--- src/rtl/nco_waveform_core.sv ---
// Numerically controlled oscillator core.
// A phase accumulator advances by the active tuning word every running cycle;
// the top OUT_W accumulator bits feed a two-stage pipeline that shapes the
// phase into square, sawtooth, triangle or reverse-sawtooth samples.
// Frequency, wave and duty are only taken from the inputs at accumulator
// wrap, so a register write never tears a period. Wave and duty then travel
// down the pipeline with their phase.
//
// Output qualification: sample_valid qualifies sample_out and square_out.
// There is no ready; the consumer takes a sample on every clk edge where
// sample_valid is high, and must ignore sample_out while it is low.
module nco_waveform_core #(
  parameter int ACC_W = 64,
  parameter int OUT_W = 16
) (
  input  logic             clk,
  input  logic             rst,
  input  logic             enable,
  input  logic [1:0]       wave,
  input  logic [ACC_W-1:0] frequency,
  input  logic [OUT_W-1:0] duty_cycle,
  output logic [OUT_W-1:0] sample_out,
  output logic             square_out,
  output logic             sample_valid,
  output logic             wrap,
  output logic             state_dbg
);

  typedef enum logic {
    IDLE = 1'b0,
    RUN  = 1'b1
  } state_t;

  state_t state_q, state_d;

  // Parameters currently in use by the accumulator
  logic [ACC_W-1:0] act_freq;
  logic [OUT_W-1:0] act_duty;
  logic [1:0]       act_wave;

  // Accumulator and stage-1 pipeline registers
  logic [ACC_W-1:0] acc;
  logic [OUT_W-1:0] ph;
  logic [OUT_W-1:0] ph_duty;
  logic [1:0]       ph_wave;
  logic             v1;

  logic [ACC_W:0]   sum;
  logic             carry;
  logic             run_go;
  logic             load_params;
  logic [OUT_W-1:0] wave_val;
  logic [OUT_W-1:0] tri_up;

  // Exposed FSM state: 0 = IDLE, 1 = RUN
  assign state_dbg = (state_q == RUN);

  // One extra bit catches the carry-out of the modulo-2^ACC_W add
  assign sum    = {1'b0, acc} + {1'b0, act_freq};
  assign run_go = (state_q == RUN) && enable;
  assign carry  = run_go && sum[ACC_W];

  // Reload while idle, on the stop edge, at wrap, or every cycle when the
  // tuning word is zero (a zero word can never wrap and would lock forever)
  assign load_params = !run_go || carry || (act_freq == '0);

  // Triangle rising half is the doubled phase; the falling half is its mirror
  assign tri_up = {ph[OUT_W-2:0], 1'b0};

  // Shape the stage-1 phase according to the wave select that travelled with it
  always_comb begin
    wave_val = '0;
    case (ph_wave)
      2'b00:   wave_val = (ph < ph_duty) ? '1 : '0;
      2'b01:   wave_val = ph;
      2'b10:   wave_val = ph[OUT_W-1] ? ~tri_up : tri_up;
      default: wave_val = ~ph;
    endcase
  end

  // Next-state: run while enable is sampled high
  always_comb begin
    state_d = state_q;
    case (state_q)
      IDLE:    if (enable)  state_d = RUN;
      RUN:     if (!enable) state_d = IDLE;
      default: state_d = IDLE;
    endcase
  end

  // State register
  always_ff @(posedge clk or negedge rst) begin
    if (!rst) state_q <= IDLE;
    else      state_q <= state_d;
  end

  // Active parameter capture
  always_ff @(posedge clk or negedge rst) begin
    if (!rst) begin
      act_freq <= '0;
      act_duty <= '0;
      act_wave <= '0;
    end else if (load_params) begin
      act_freq <= frequency;
      act_duty <= duty_cycle;
      act_wave <= wave;
    end
  end

  // Accumulator and pipeline; anything other than a running edge clears it,
  // so RUN entry and exit both restart from phase zero and disable beats wrap
  always_ff @(posedge clk or negedge rst) begin
    if (!rst) begin
      acc          <= '0;
      ph           <= '0;
      ph_duty      <= '0;
      ph_wave      <= '0;
      v1           <= 1'b0;
      sample_out   <= '0;
      square_out   <= 1'b0;
      sample_valid <= 1'b0;
      wrap         <= 1'b0;
    end else if (run_go) begin
      acc          <= sum[ACC_W-1:0];
      ph           <= acc[ACC_W-1 -: OUT_W];
      ph_duty      <= act_duty;
      ph_wave      <= act_wave;
      v1           <= 1'b1;
      sample_out   <= wave_val;
      square_out   <= (ph < ph_duty);
      sample_valid <= v1;
      wrap         <= carry;
    end else begin
      acc          <= '0;
      ph           <= '0;
      ph_duty      <= '0;
      ph_wave      <= '0;
      v1           <= 1'b0;
      sample_out   <= '0;
      square_out   <= 1'b0;
      sample_valid <= 1'b0;
      wrap         <= 1'b0;
    end
  end

endmodule

--- config.mk ---
export PLATFORM = sky130hd
export DESIGN_NAME = nco_waveform_core
export DESIGN_NICKNAME = d
export VERILOG_FILES = /design/src/rtl/nco_waveform_core.sv
export SDC_FILE = /design/constraint.sdc
export NUM_CORES = 1
export LEC_CHECK = 0
export CORE_MARGIN = 2
export CORE_UTILIZATION = 40
export DETAILED_ROUTE_END_ITERATION = 7
export GPL_TIMING_DRIVEN = 0
export PLACE_DENSITY_LB_ADDON = 0.25
export RECOVER_POWER = 100
export SLEW_MARGIN = 20
export SYNTH_ARGS = -nofsm -noshare
export SYNTH_HDL_FRONTEND = slang
export SYNTH_SLANG_ARGS = --single-unit
--- constraint.sdc ---
create_clock -name clk -period 3.76 [get_ports clk]
set_input_delay 0.376 -clock clk [delete_from_list [all_inputs] [get_ports clk]]
set_output_delay 0.376 -clock clk [all_outputs]
set_load 0.01 [all_outputs]
# [After elaboration in Yosys (flattened, before gate mapping)]
# Index checks and enable logic that the tools add are counted.
# Widths: inputs -> output; s select.
[totals] word_cells=39 input_bits=85 out_inout_bits=20 register_bits=201
[op_classes] addsub=1 muxes=13 eq_ne=2 n_lt_le_gt_ge=1 n_bitwise=2 reduce_logical=7
[op_table] op="$mux 16" n=5
[op_table] op="$add 64x64->65" n=1
[op_table] op="$logic_not 64->1" n=1
[op_table] op="$mux 64" n=1
[op_table] op="$pmux 16 s3" n=1
[op_table] op="$not 16->16" n=2
[op_table] op="$lt 16x16->1" n=1
[op_table] op="$mux 1" n=5
[op_table] op="$eq 2x1->1 const B" n=1
[op_table] op="$eq 2x2->1 const B" n=1
[op_table] op="$logic_and 1x1->1" n=2
[op_table] op="$logic_not 2->1" n=1
[op_table] op="$logic_or 1x1->1" n=2
[op_table] op="$mux 2" n=1
[op_table] op="$logic_not 1->1" n=1

# [Longest topological paths before layout]
[logic_depth] depth_word=4 ltp_mapped=14 depth_no_buf=13

# [Least setup slack after synthesis]
# No wires, ideal clock.
[synth_path] path_kind="reg2reg" startpoint="reg act_freq[0]" endpoint="reg act_duty[0]" setup_slack_ns=0.370 setup_time_ns=0.125 n_path_buf=1 arrival_time_ns=3.265 t_required_ns=3.635 stages_incl_launch_ff=15 period_less_slack_ns=3.390 cell_sequence="dfrtp_1 ha_1 inv_1 fa_1 and2b_4 o2111ai_2 a211oi_2 o21ai_2 o21ai_2 a2111oi_4 a21oi_2 a21boi_4 o21ai_4 buf_12 mux2_4"
[synth_via] elab_chain_cells=4 elab_cells_between_ends=5 cone_classes="add/sub (1); reduce/logical (4)"
[synth_rtl] element="from (decl)" line="37" rtl="logic [ACC_W-1:0] act_freq;"
[synth_rtl] element="from (signal assigned)" line="104" rtl="act_freq <= frequency;"
[synth_rtl] element="$add 64x64->65" line="59" rtl="assign sum = {1'b0, acc} + {1'b0, act_freq};"
[synth_rtl] element="$logic_and 1x1->1" line="61" rtl="assign carry = run_go && sum[ACC_W];"
[synth_rtl] element="$logic_or 1x1->1" line="65" rtl="assign load_params = !run_go || carry || (act_freq == '0);"
[synth_rtl] element="$logic_or 1x1->1 *" line="65"
[synth_rtl] element="to (signal assigned)" line="105" rtl="act_duty <= duty_cycle;"
[synth_rtl] element="to (decl)" line="38" rtl="logic [OUT_W-1:0] act_duty;"
# Every way passes the cells marked *; elsewhere a longest branch is shown, timed or not.
# A chain may end at the register's enable or synchronous reset.

# [Worst setup path in the final report]
[layout_path] startpoint="reg act_freq[39]" endpoint="reg act_wave[0]"
[layout_via] elab_chain_cells=4 elab_cells_between_ends=5 cone_classes="add/sub (1); reduce/logical (4)"
[layout_rtl] element="$add 64x64->65" line="59"
[layout_rtl] element="$logic_and 1x1->1" line="61"
[layout_rtl] element="$logic_or 1x1->1" line="65"
[layout_rtl] element="$logic_or 1x1->1 *" line="65"
[layout_rtl] element="to (signal assigned)" line="106" rtl="act_wave <= wave;"
[layout_rtl] element="to (decl)" line="39" rtl="logic [1:0] act_wave;"
# Marks and branches as above.

==> impl_metrics.toml <==
[place]
hpwl_um = 21300
io_buffers = 104
routabilityCongestion = 0.890

[clock_tree]
ctsRootBufferMaster = "clkbuf_16"
cts_tree = "done"
cts_sinks = 201
cts_buffers = 23
clk_path_buf_depth = 3
insertion_delay_ns = 0.53
cts_max_level = 1
clk_pin_slew_ns = 0.06

[synthesis]
synthTopCellsByArea = "dfrtp_1 (42%), mux2_4 (10%), ha_1 (8.3%)"
yosys.cell_count.top_type = "dfrtp_1"
ys_async_sr_fraction_pct = 100
syn_inst = 1131
synth.net_count = 1296
syn_area_sq_um = 11900
postSynthAreaPerCell_sq_um = 10.5
yosys_most_used_dff = "dfrtp_1"
yosys.area.top_type = "dfrtp_1"
synth_commonest_cells = "dfrtp_1 (201), nor2_1 (118), mux2_4 (80)"
synth_edf_count = 0
ys_ff_latch = 201
ys_warn_count = 0
yosysTopAreaCellShare_pct = 42.3
seq_area_frac_synth_pct = 42.3
ys_types = 68

[route]
drt_iter0_markers = 655
vias = 8869
avgViaCountPerCell = 5.30
wl_per_cell_um = 16.9
drt_pass1_iterations = 8
routed_wl_um = 28200
drc = 0
postRouteAntennaNets = 0

[pwr]
p_total_mw = 6.86
p_per_area_nw_per_um2 = 483
power.leakage_nw = 6.65
vdd_ir_drop_max_v = 0.000342

[global_route]
grt_max_degree = 88
globalRouteTotalUtil_pct = 18.5
grt_pass1_wl_um = 46300
grt_pass1_vias = 8785
met2_usage_pct = 31.1
antenna_found_initial = 0
top_usage_layer = "met2"
grt-ovfl-total = 0
met3_usage_pct = 2.20
grtUsageMet1_pct = 25.5

[floorplanning]
die_w_um = 176
row_count = 63
start_util_pct = 40.3
pin_count = 105
core_area_sq_um = 29500
dieArea_sq_um = 31100
fp.dieH_um = 176

[setup_path]
crit_fanout = 10
path_cells = "ha_1 > clkbuf_1 > a21oi_1 > o21ai_0 > a21oi_1 > o21bai_1 > a2111o_1 > o21ai_0 > a21boi_4 > o21ai_4 > buf_12 > buf_12 > mux2_1"
r2r_slack_ns = 0.17
cp_slowest_stage_delay_ns = 0.45
crit_buf_inv = 3
worstPathRequired_ns = 4.16
crit_type = "register to register"
crit_slowest_cell = "dfrtp_1"
worst_setup_path_end_kind = "register"
critPathArrivalTime_ns = 4.00
cp-startpoint = "act_freq[39]$_DFFE_PN0P_"
critPathLaunchType = "register"
reg2reg_from = "act_freq[39]$_DFFE_PN0P_"
r2r_cells = 13
cp_top_family = "compound AO/OA/AOI/OAI gates"
timing.rr.end = "act_wave[0]$_DFFE_PN0P_"

[sta]
rsz0062_at_grt = "no"
period_minus_slack_ns = 3.59
fmax_mhz = 278
relSlewSlack_pct = -81.9
fin_worst_skew_ns = 0.0122
slew_violations = 49
fin_crit_sh_pct = 95.6
fin_tns_setup_ns = 0
worst_slew_pin_slew_ns = 2.73
hold_ws_ns = 0.435
setup_viol = 0
hold_viol_final = 0

[final_layout]
drive_gt1_share_pct = 9.19
layout.nets = 1432
fin_util_pct = 48.1
syn_to_final_growth_pct = 19.3
diodes = 0

[status]
violations = "capacitance limit, slew limit"
status = "finished with violations"

[worst_hold_path]
min_path_cells = 1
min_to = "state_dbg$_DFF_PN0_"
worstHoldStart = "enable"
hold_class = "primary input to register"

[flow_run]
cap_violations = 1
## power breakdown
| group | internal [mW] | switching, mW | total [mW] |
|---|---|---|---|
| sequential | 2.39 | 0.153 | 2.54 |
| combinational | 0.868 | 1.10 | 1.97 |
| clock | 1.43 | 0.915 | 2.35 |
| total | 4.69 | 2.17 | 6.86 |
## area by class of cell
cell class	instances	area (sq um)
buffer	60	344
clock buffer	31	616
clock inverter	11	170
fill	2793	15300
inverter	31	116
multi-input combinational	839	6290
sequential	201	5030
tap	390	488
timing repair buffer	111	1130
## worst register-to-register path, stage by stage, from the launching register on
cell      delay (ns)
dfrtp_1         0.45
ha_1            0.31
clkbuf_1        0.21
a21oi_1         0.27
o21ai_0         0.24
a21oi_1         0.23
o21bai_1        0.09
a2111o_1        0.41
o21ai_0         0.15
a21boi_4        0.38
o21ai_4         0.10
buf_12          0.17
buf_12          0.16
mux2_1          0.31
## placed cells by master, fill, tap and decap left out, types with 6 or more instances in the layout
master             n
clkbuf_16         23
mux2_1            42
ha_1              79
o21a_1             9
xnor2_1           32
o21bai_1          13
and3_1            39
nor4_1            19
and2_1            18
clkbuf_1          57
inv_1             31
nor3_1             6
a21oi_1           79
nand4_1           27
clkinv_2           6
nand3_1            8
nand2_1           59
xor2_1            38
a21o_1            35
clkdlybuf4s50_1   82
nor2_1           118
buf_12             8
o311a_1           16
nand2b_1          13
dfrtp_1          201
dlygate4sd3_1     22
o21ai_0           52
mux2_4            38
a31oi_1           12
## cells by family (layout without fill, tap and decap cells)
kind of cell,Yosys count,count (layout),synth area share (%)
AND/OR/NAND/NOR,326,326,13.5
AO/OA/AOI/OAI,277,277,15.9
flip-flops,201,201,42.3
buffers and inverters,91,244,4.02
multiplexers,86,86,10.6
adder cells (fa/ha/maj),80,80,8.48
XOR/XNOR,70,70,5.16
## worst max-delay path by stage
stage	endpoint	cells after the start
floorplan	act_duty[0]$_DFFE_PN0P_	14
global placement	sample_out[2]$_DFF_PN0_	1
detailed placement	act_freq[63]$_DFFE_PN0P_	14
CTS	acc[62]$_DFF_PN0_	13
global route	act_wave[0]$_DFFE_PN0P_	15
finish	act_wave[0]$_DFFE_PN0P_	13
## state kept, by name, indices dropped and copies added, names as in the netlist
register	count
acc	64
act_freq	64
act_duty	16
ph	16
ph_duty	16
sample_out	16
act_wave	2
ph_wave	2
sample_valid	1
square_out	1
state_dbg	1
v1	1
wrap	1
## stage by stage
step,area (sq um),setup WS (ns),std cells
final,14200,0.167,1674
after detailed placement,13500,-0.281,1627
after global routing,14200,0.0256,1674
after global placement,13400,-6.16,1625
after floorplan,11900,0.370,1131
after CTS,14300,0.00379,1673
## per-layer routing
metal	vias up	share of wire [%]
met5	-	0
met4	0	2.4
met3	39	4.1
met2	192	47
met1	4273	47
li1	4365	-
## what timing repair did
| action | 4_1_cts | 5_1_grt |
|---|---|---|
| setup buffers | 3 | 1 |
| hold buffers | 1 | 0 |
| pin swaps | 2 | 3 |
| gates resized for setup | 1 | 9 |
| hold endpoints to repair | 48 | 0 |
| setup endpoints to repair | 85 | 91 |
Note: power is estimated with default switching activity, not from simulation.
